==> config.mk <==
export PLATFORM = sky130hd
export DESIGN_NAME = rgb565_quad_collector_flat
export DESIGN_NICKNAME = d
export VERILOG_FILES = /design/src/rtl/rgb565_pkg.sv /design/src/rtl/rgb565_quad_collector_if.sv /design/src/rtl/quad_sync_fifo.sv /design/src/rtl/rgb565_quad_collector.sv /design/src/flat_wrapper.sv
export SDC_FILE = /design/constraint.sdc
export NUM_CORES = 1
export LEC_CHECK = 0
export ABC_AREA = 1
export CORE_MARGIN = 1.5
export CORE_UTILIZATION = 36
export DETAILED_ROUTE_END_ITERATION = 16
export SYNTH_ARGS = -nofsm -noshare
export SYNTH_HDL_FRONTEND = slang
export SYNTH_SLANG_ARGS = --single-unit
==> constraint.sdc <==
create_clock -name clock -period 17.5 [get_ports clock]
set_clock_uncertainty 0.1 [all_clocks]
set_input_delay 3.5 -clock clock [delete_from_list [all_inputs] [get_ports clock]]
set_output_delay 3.5 -clock clock [all_outputs]
set_load 0.01 [all_outputs]
==> src/rtl/rgb565_pkg.sv <==
// Shared types and byte-lane layout for the RGB565 quad path and the grayscale instruction.
package rgb565_pkg;
  localparam int PIXEL_W         = 16;
  localparam int BYTES_PER_PIXEL = 2;
  localparam int PIXELS_PER_QUAD = 4;
  localparam int QUAD_W          = PIXEL_W * PIXELS_PER_QUAD;

  // Bit positions of the two byte lanes inside one 16-bit pixel.
  localparam int LANE_LO = 0;
  localparam int LANE_HI = 8;

  typedef struct packed {
    logic        first;
    logic [31:0] b;
    logic [31:0] a;
  } quad_t;

  // Bit offset of stream byte k inside the 64-bit {quadB, quadA} image.
  function automatic logic [5:0] byte_offset(input logic [2:0] k, input logic hbf);
    logic hi;
    hi = (k[0] == 1'b0) ? hbf : !hbf;
    return {k[2:1], hi, 3'b000};
  endfunction
endpackage

==> src/rtl/rgb565_quad_collector_if.sv <==
// Byte-stream input, quad output handshake and status of the quad collector.
interface rgb565_quad_collector_if #(parameter int FIFO_DEPTH = 4);
  localparam int LW = $clog2(FIFO_DEPTH) + 1;

  logic          byteValid;
  logic [7:0]    byteData;
  logic          frameStart;
  logic          quadReady;
  logic          quadValid;
  logic [31:0]   quadA;
  logic [31:0]   quadB;
  logic          quadFirst;
  logic          clearOverflow;
  logic          overflow;
  logic [LW-1:0] fillLevel;

  modport master (
    output byteValid, byteData, frameStart, quadReady, clearOverflow,
    input  quadValid, quadA, quadB, quadFirst, overflow, fillLevel
  );

  modport slave (
    input  byteValid, byteData, frameStart, quadReady, clearOverflow,
    output quadValid, quadA, quadB, quadFirst, overflow, fillLevel
  );
endinterface

==> src/rtl/quad_sync_fifo.sv <==
// Single-clock FIFO of quad entries; full/empty come from the occupancy count.
module quad_sync_fifo
  import rgb565_pkg::*;
#(
  parameter int DEPTH = 4
) (
  input  logic                   clock,
  input  logic                   reset,
  input  logic                   push,
  input  logic                   pop,
  input  quad_t                  wdata,
  output quad_t                  rdata,
  output logic                   full,
  output logic                   empty,
  output logic [$clog2(DEPTH):0] level
);
  localparam int AW = $clog2(DEPTH);
  localparam logic [AW:0] FULL_LVL = (AW+1)'(DEPTH);

  quad_t         mem [DEPTH];
  logic [AW-1:0] wr_ptr, rd_ptr;
  logic          push_ok, pop_ok;

  assign full    = (level == FULL_LVL);
  assign empty   = (level == '0);
  assign pop_ok  = pop && !empty;
  // A simultaneous pop frees the slot being written, so full does not block.
  assign push_ok = push && (!full || pop_ok);
  assign rdata   = mem[rd_ptr];

  always_ff @(posedge clock) begin
    if (reset) begin
      wr_ptr <= '0;
      rd_ptr <= '0;
      level  <= '0;
      for (int i = 0; i < DEPTH; i++) mem[i] <= '0;
    end else begin
      if (push_ok) begin
        mem[wr_ptr] <= wdata;
        wr_ptr      <= wr_ptr + 1'b1;
      end
      if (pop_ok) rd_ptr <= rd_ptr + 1'b1;
      case ({push_ok, pop_ok})
        2'b10:   level <= level + 1'b1;
        2'b01:   level <= level - 1'b1;
        default: level <= level;
      endcase
    end
  end
endmodule

==> src/rtl/rgb565_quad_collector.sv <==
// Assembles 8 camera bytes into a 4-pixel RGB565 quad and queues it for the grayscale instruction.
module rgb565_quad_collector
  import rgb565_pkg::*;
#(
  parameter int FIFO_DEPTH      = 4,
  parameter int HIGH_BYTE_FIRST = 1
) (
  input logic                   clock,
  input logic                   reset,
  rgb565_quad_collector_if.slave bus
);
  localparam logic HBF = (HIGH_BYTE_FIRST != 0);

  logic [2:0]        byte_cnt;
  logic [QUAD_W-1:0] asm_q, asm_next;
  logic [5:0]        off;
  logic              first_pending;
  logic              ovf;
  logic              done, pop_req, accepted, drop;
  logic              full, empty;
  quad_t             wq, head;

  always_comb begin
    off      = byte_offset(bus.frameStart ? 3'd0 : byte_cnt, HBF);
    asm_next = asm_q;
    asm_next[off +: 8] = bus.byteData;
  end

  // A frameStart byte is byte 0 of the new frame, so it can never complete the old quad.
  assign done     = bus.byteValid && !bus.frameStart && (byte_cnt == 3'd7);
  assign pop_req  = bus.quadReady && !empty;
  assign accepted = done && (!full || pop_req);
  assign drop     = done && full && !pop_req;
  assign wq       = '{first: first_pending, b: asm_next[63:32], a: asm_next[31:0]};

  always_ff @(posedge clock) begin
    if (reset) begin
      byte_cnt      <= '0;
      asm_q         <= '0;
      first_pending <= 1'b1;
      ovf           <= 1'b0;
    end else begin
      if (bus.byteValid) asm_q <= asm_next;
      if (bus.frameStart) begin
        byte_cnt      <= bus.byteValid ? 3'd1 : 3'd0;
        first_pending <= 1'b1;
      end else begin
        if (bus.byteValid) byte_cnt <= byte_cnt + 3'd1;
        if (accepted)      first_pending <= 1'b0;
      end
      if (drop)                   ovf <= 1'b1;
      else if (bus.clearOverflow) ovf <= 1'b0;
    end
  end

  quad_sync_fifo #(.DEPTH(FIFO_DEPTH)) u_fifo (
    .clock (clock),
    .reset (reset),
    .push  (done),
    .pop   (bus.quadReady),
    .wdata (wq),
    .rdata (head),
    .full  (full),
    .empty (empty),
    .level (bus.fillLevel)
  );

  assign bus.quadValid = !empty;
  assign bus.quadA     = head.a;
  assign bus.quadB     = head.b;
  assign bus.quadFirst = head.first;
  assign bus.overflow  = ovf;
endmodule

==> src/flat_wrapper.sv <==
// flat-port wrapper written by rule: the top's interface ports become plain ports
module rgb565_quad_collector_flat import rgb565_pkg::*;
#(
  parameter int FIFO_DEPTH      = 4,
  parameter int HIGH_BYTE_FIRST = 1
)
  (clock, reset, bus_byteValid, bus_byteData, bus_frameStart, bus_quadReady, bus_clearOverflow, bus_quadValid, bus_quadA, bus_quadB, bus_quadFirst, bus_overflow, bus_fillLevel);
  rgb565_quad_collector_if #(.FIFO_DEPTH(FIFO_DEPTH)) bus_i ();
  input logic clock;
  input logic reset;
  input wire logic [$bits(bus_i.byteValid)-1:0] bus_byteValid;
  input wire logic [$bits(bus_i.byteData)-1:0] bus_byteData;
  input wire logic [$bits(bus_i.frameStart)-1:0] bus_frameStart;
  input wire logic [$bits(bus_i.quadReady)-1:0] bus_quadReady;
  input wire logic [$bits(bus_i.clearOverflow)-1:0] bus_clearOverflow;
  output wire logic [$bits(bus_i.quadValid)-1:0] bus_quadValid;
  output wire logic [$bits(bus_i.quadA)-1:0] bus_quadA;
  output wire logic [$bits(bus_i.quadB)-1:0] bus_quadB;
  output wire logic [$bits(bus_i.quadFirst)-1:0] bus_quadFirst;
  output wire logic [$bits(bus_i.overflow)-1:0] bus_overflow;
  output wire logic [$bits(bus_i.fillLevel)-1:0] bus_fillLevel;
  assign bus_i.byteValid = bus_byteValid;
  assign bus_i.byteData = bus_byteData;
  assign bus_i.frameStart = bus_frameStart;
  assign bus_i.quadReady = bus_quadReady;
  assign bus_i.clearOverflow = bus_clearOverflow;
  assign bus_quadValid = bus_i.quadValid;
  assign bus_quadA = bus_i.quadA;
  assign bus_quadB = bus_i.quadB;
  assign bus_quadFirst = bus_i.quadFirst;
  assign bus_overflow = bus_i.overflow;
  assign bus_fillLevel = bus_i.fillLevel;
  rgb565_quad_collector #(.FIFO_DEPTH(FIFO_DEPTH), .HIGH_BYTE_FIRST(HIGH_BYTE_FIRST)) u_core (.clock(clock), .reset(reset), .bus(bus_i));
endmodule
* Yosys cells after proc, flatten, opt, wreduce, memory -nomap -nowiden
Memories as Yosys holds them, arrays and structs flattened. A register that Yosys moved wholly into a read port is not among the register bits. Index checks and enable logic that the tools add are counted.
Cells by class: shifts and indexed selects 2, equality and inequality tests 4, reductions and logical operators 17, multipliers 0, divide/modulo/power cells 0, add/subtract/negate cells 6, mux-type cells 19, $lt $le $gt $ge 0, bitwise operators 0
Operators by type and width (count):
- 65-bit 2-to-1 mux | 1
- 65-bit OR reduction | 1
- 64-bit bitwise mux | 1
- 8-bit by 8-bit variable shift with 64-bit output (first input constant) | 1
- 8-bit by 8-bit indexed part select with 64-bit output | 1
- 1-bit 2-to-1 mux | 10
- 3-bit 2-to-1 mux | 3
- 6-bit negator with 8-bit output | 1
- 3-bit by 1-bit adder with 3-bit output (second input constant) | 2
- 3-bit == test (second input constant) | 2
- 1-bit logical AND | 6
- 2-bit 2-to-1 mux | 3
- 3-bit one-hot mux with 2 select lines | 1
- 2-bit nonzero test | 3
- 2-bit by 1-bit adder with 2-bit output (second input constant) | 2
- 1-bit zero test | 4
- 3-bit zero test | 1
- 3-bit by 1-bit subtractor with 3-bit output (second input constant) | 1
- 2-bit by 1-bit == test with 1-bit output (second input constant) | 1
- 2-bit == test (second input constant) | 1
- 2-bit OR reduction | 1
- 1-bit logical OR | 1
Word-level totals: memory bits (writable) 260, memories 1, bits in latches 0, ROM bits 0, output and inout port bits 70, flip-flop bits (word level) 76
Memory list:
- u_core.u_fifo.mem | depth 4, width 65, rd ports 1, clocked after memory_dff 1, wr ports 4, line quad_sync_fifo.sv:20 | quad_t mem [DEPTH];

* Logic depth before layout (Yosys ltp)
depth after elaboration 10, gate-level depth with buffers 14, depth with buffers taken out 13

* Modules after synthesis
From an unflattened synthesis, not the netlist that was laid out.
Second synthesis, totals: cell total of the unflattened synthesis 1739, area total of the unflattened synthesis 15986.6 µm²
By module, submodules not included:
- quad_sync_fifo | cells each 1124, area each 12254.3 µm², sequential area each 7987.7 µm², times used 1
- rgb565_quad_collector | cells each 615, area each 3732.3 µm², sequential area each 1381.3 µm², times used 1

* Worst setup path after synthesis
No wires, ideal clock.
path type input to register, start point in bus_frameStart, end point mem u_core.u_fifo.mem[3][0] (netlist bit) (enable), path slack 8.120 ns, data required time 16.816 ns, buffers on the path 0, stages on the path 5, data arrival time 8.696 ns, cell sequence inv_2 nand3_2 inv_2 nand2_4 o31ai_1
RTL lines:
- start, declared | line flat_wrapper.sv:13 | input wire logic [$bits(bus_i.frameStart)-1:0] bus_frameStart;
- end, declared | line quad_sync_fifo.sv:20

==> results.ini <==
[status]
status=finished, final reports clean

[synth]
async_flop_share=0
syn_area_per_cell_um2=9.34
yosys.area.top_type=edfxtp_1
synth_commonest_cells=nor2_1, edfxtp_1, nand2_1, o21ai_0, inv_1
synth_edf_count=260
yosysWarnings=0
syn_inst=1615
synth_area_um2=15100
synth_top_cell_area_share=0.517
seq_area_frac_synth=0.621
ys_ff_latch=338
yosysMostFrequentCell=nor2_1
netlist_top_cells_area=edfxtp_1, nor2_1, dfxtp_1, o21ai_0, nand2_1
ys.flop_type=edfxtp_1
yosysUniqueCellTypes=34
syn_nets=1635

[place]
placedCellCount=2142
dp_slack_ps=9590
port_buffers=83
placed_cell_area_um2=16300
dp_hpwl_mm=22.6
gp_congestion=0.797

[worst_setup_path]
path_class=in -> reg
path_common_cell=inv_2
critPathMaxFanout=64
path_cells=clkdlybuf4s50_1 -> inv_2 -> nand3_2 -> inv_2 -> nand2_4 -> nor2_4 -> nand3_4 -> nand2_2 -> buf_4
startpoint_type=input port
arrival_ps=7420
reg2reg_depth=9
cpMaxStageDelayCell=nand2_2
endpoint_kind=flip-flop
max_stage_delay_ps=1060
worstPathRequired_ps=17560

[detailed_routing]
wirelength_mm=39.3
ant_nets=0
initialDrtViolationCount=1186
drc=0
vias=11200
drt_first_pass_iters=8
wl_per_cell_um=17.8
routed_via_density=5.06

[min_path]
hp-class=reg -> reg
min_path_cells=2

[floorplanning]
fp.dieW_um=208
io_pins=84
die_h_um=208
floorplan.rows=74
initial_core_util=0.367
fp.coreArea_um2=41100
die_area_um2=43200

[cells_and_area]
area_growth_pct=15.1
fin_nets=1670
design_area_um2=17400
diodes=0
instances_no_fill=2212
fill_cells=3982
drive_gt1_frac=0.0661

[flow_run]
drv_cap=0

[power]
p_leak_nw=6.87
ir_drop_mv=0.0678
power_density_nw_per_um2=128

[clocking]
clk_path_buf_depth=3
cts_resized=0
cts_tree=done
path_clk_slew_ps=60
cts_hold_buf=0
numCtsBuffers=38
cts_root_buf=clkbuf_16
clock_latency_ps=540
cts.sink_count=338
h-tree-depth=2
cts_setup_buffers=0

[grt]
grt_pass1_vias=10900
grt_pass1_wl_mm=61.9
overflow=0
grt_max_degree=103
antenna_found_initial=0
grt_usage=0.183

[timing]
rsz0062_at_grt=no
fin_crit_ps=7350
slew_headroom=0.171
drv_slew=0
max_freq_ghz=0.136
setup_viol=0
hold_viol=0
timing.setup.tns_ps=0
fin_crit_sh=0.420
setup_ws_ps=10150
tightest_slew_ps=1240

registers in the layout, summed over array words and instances, names as in the netlist, named ones only:
register,count
u_core.asm_q,64
u_core.bus.overflow,1
u_core.u_fifo.level,3
u_core.u_fifo.wr_ptr,2
u_core.u_fifo.mem,260
u_core.first_pending,1
u_core.u_fifo.rd_ptr,2
u_core.byte_cnt,3
cells in the final DEF (no fill, tap or decap), drive strengths merged:
| cell type | Yosys | routed |
|---|---|---|
| a21boi | 1 | 1 |
| a21oi | 19 | 19 |
| and2 | 18 | 18 |
| buf | 42 | 17 |
| clkbuf | 61 | 48 |
| clkdlybuf4s50 | 0 | 81 |
| clkinv | 1 | 22 |
| dfxtp | 78 | 78 |
| edfxtp | 260 | 260 |
| fa | 1 | 1 |
| ha | 5 | 5 |
| inv | 136 | 137 |
| nand2 | 177 | 177 |
| nand3 | 33 | 33 |
| nand4 | 19 | 19 |
| nor2 | 486 | 486 |
| nor3b | 2 | 2 |
| o211ai | 8 | 8 |
| o21ai | 202 | 202 |
| o22ai | 65 | 65 |
| o31ai | 1 | 1 |
critical path, delay by kind of cell:
family	cells	cell delay (ps)
and+or+nand+nor	5	2630
buffers and inverters	4	1250
stage by stage:
step                hold WS, ps   util  power [mW]
finish                      361  0.423        2.22
CTS                         368  0.423        2.23
global route                385  0.423        2.32
global placement            354  0.395        1.50
floorplan                   329      -        1.24
detailed placement          359  0.395        1.51
logic make-up after synthesis:
group,after synthesis,synth area share
adders and majority gates,6,0.00547
and+or+nand+nor,735,0.199
buffers and inverters,240,0.0655
AOI/OAI and AO/OA,296,0.109
DFF,338,0.621
report_power, final:
part | leakage (nW) | internal [mW] | switching (mW)
clock | 0.552 | 0.409 | 0.321
sequential | 3.32 | 0.899 | 0.0348
combinational | 2.99 | 0.235 | 0.318
worst paths after layout:
check	slack (ps)	startpoint	endpoint
min	360	u_core.u_fifo.rd_ptr[1]	flip-flop
max reg2reg	12970	u_core.byte_cnt[0]	u_core.u_fifo.mem[0][6]
min reg2reg	360	u_core.u_fifo.rd_ptr[1]	flip-flop
max	10150	bus_frameStart	u_core.u_fifo.mem[0][6]
area by class of cell:
cell class              instances  area, um2  share of cell area
flip-flops and latches        338       9370               0.539
multi-input cells            1037       4760               0.274
clock buffers                  48       1010              0.0580
repair buffers                 98        933              0.0537
well taps                     532        666              0.0383
inverters                     137        515              0.0297
clock inverters                22        116             0.00670
per-layer routing:
layer,vias to the layer above,part of all wire,global-route usage
li1,5451,-,-
met1,5423,0.45,0.249
met2,272,0.48,0.307
met3,52,0.051,0.0230
met4,0,0.020,0.0493
met5,-,0,0
Note: power is estimated with default switching activity, not from simulation.
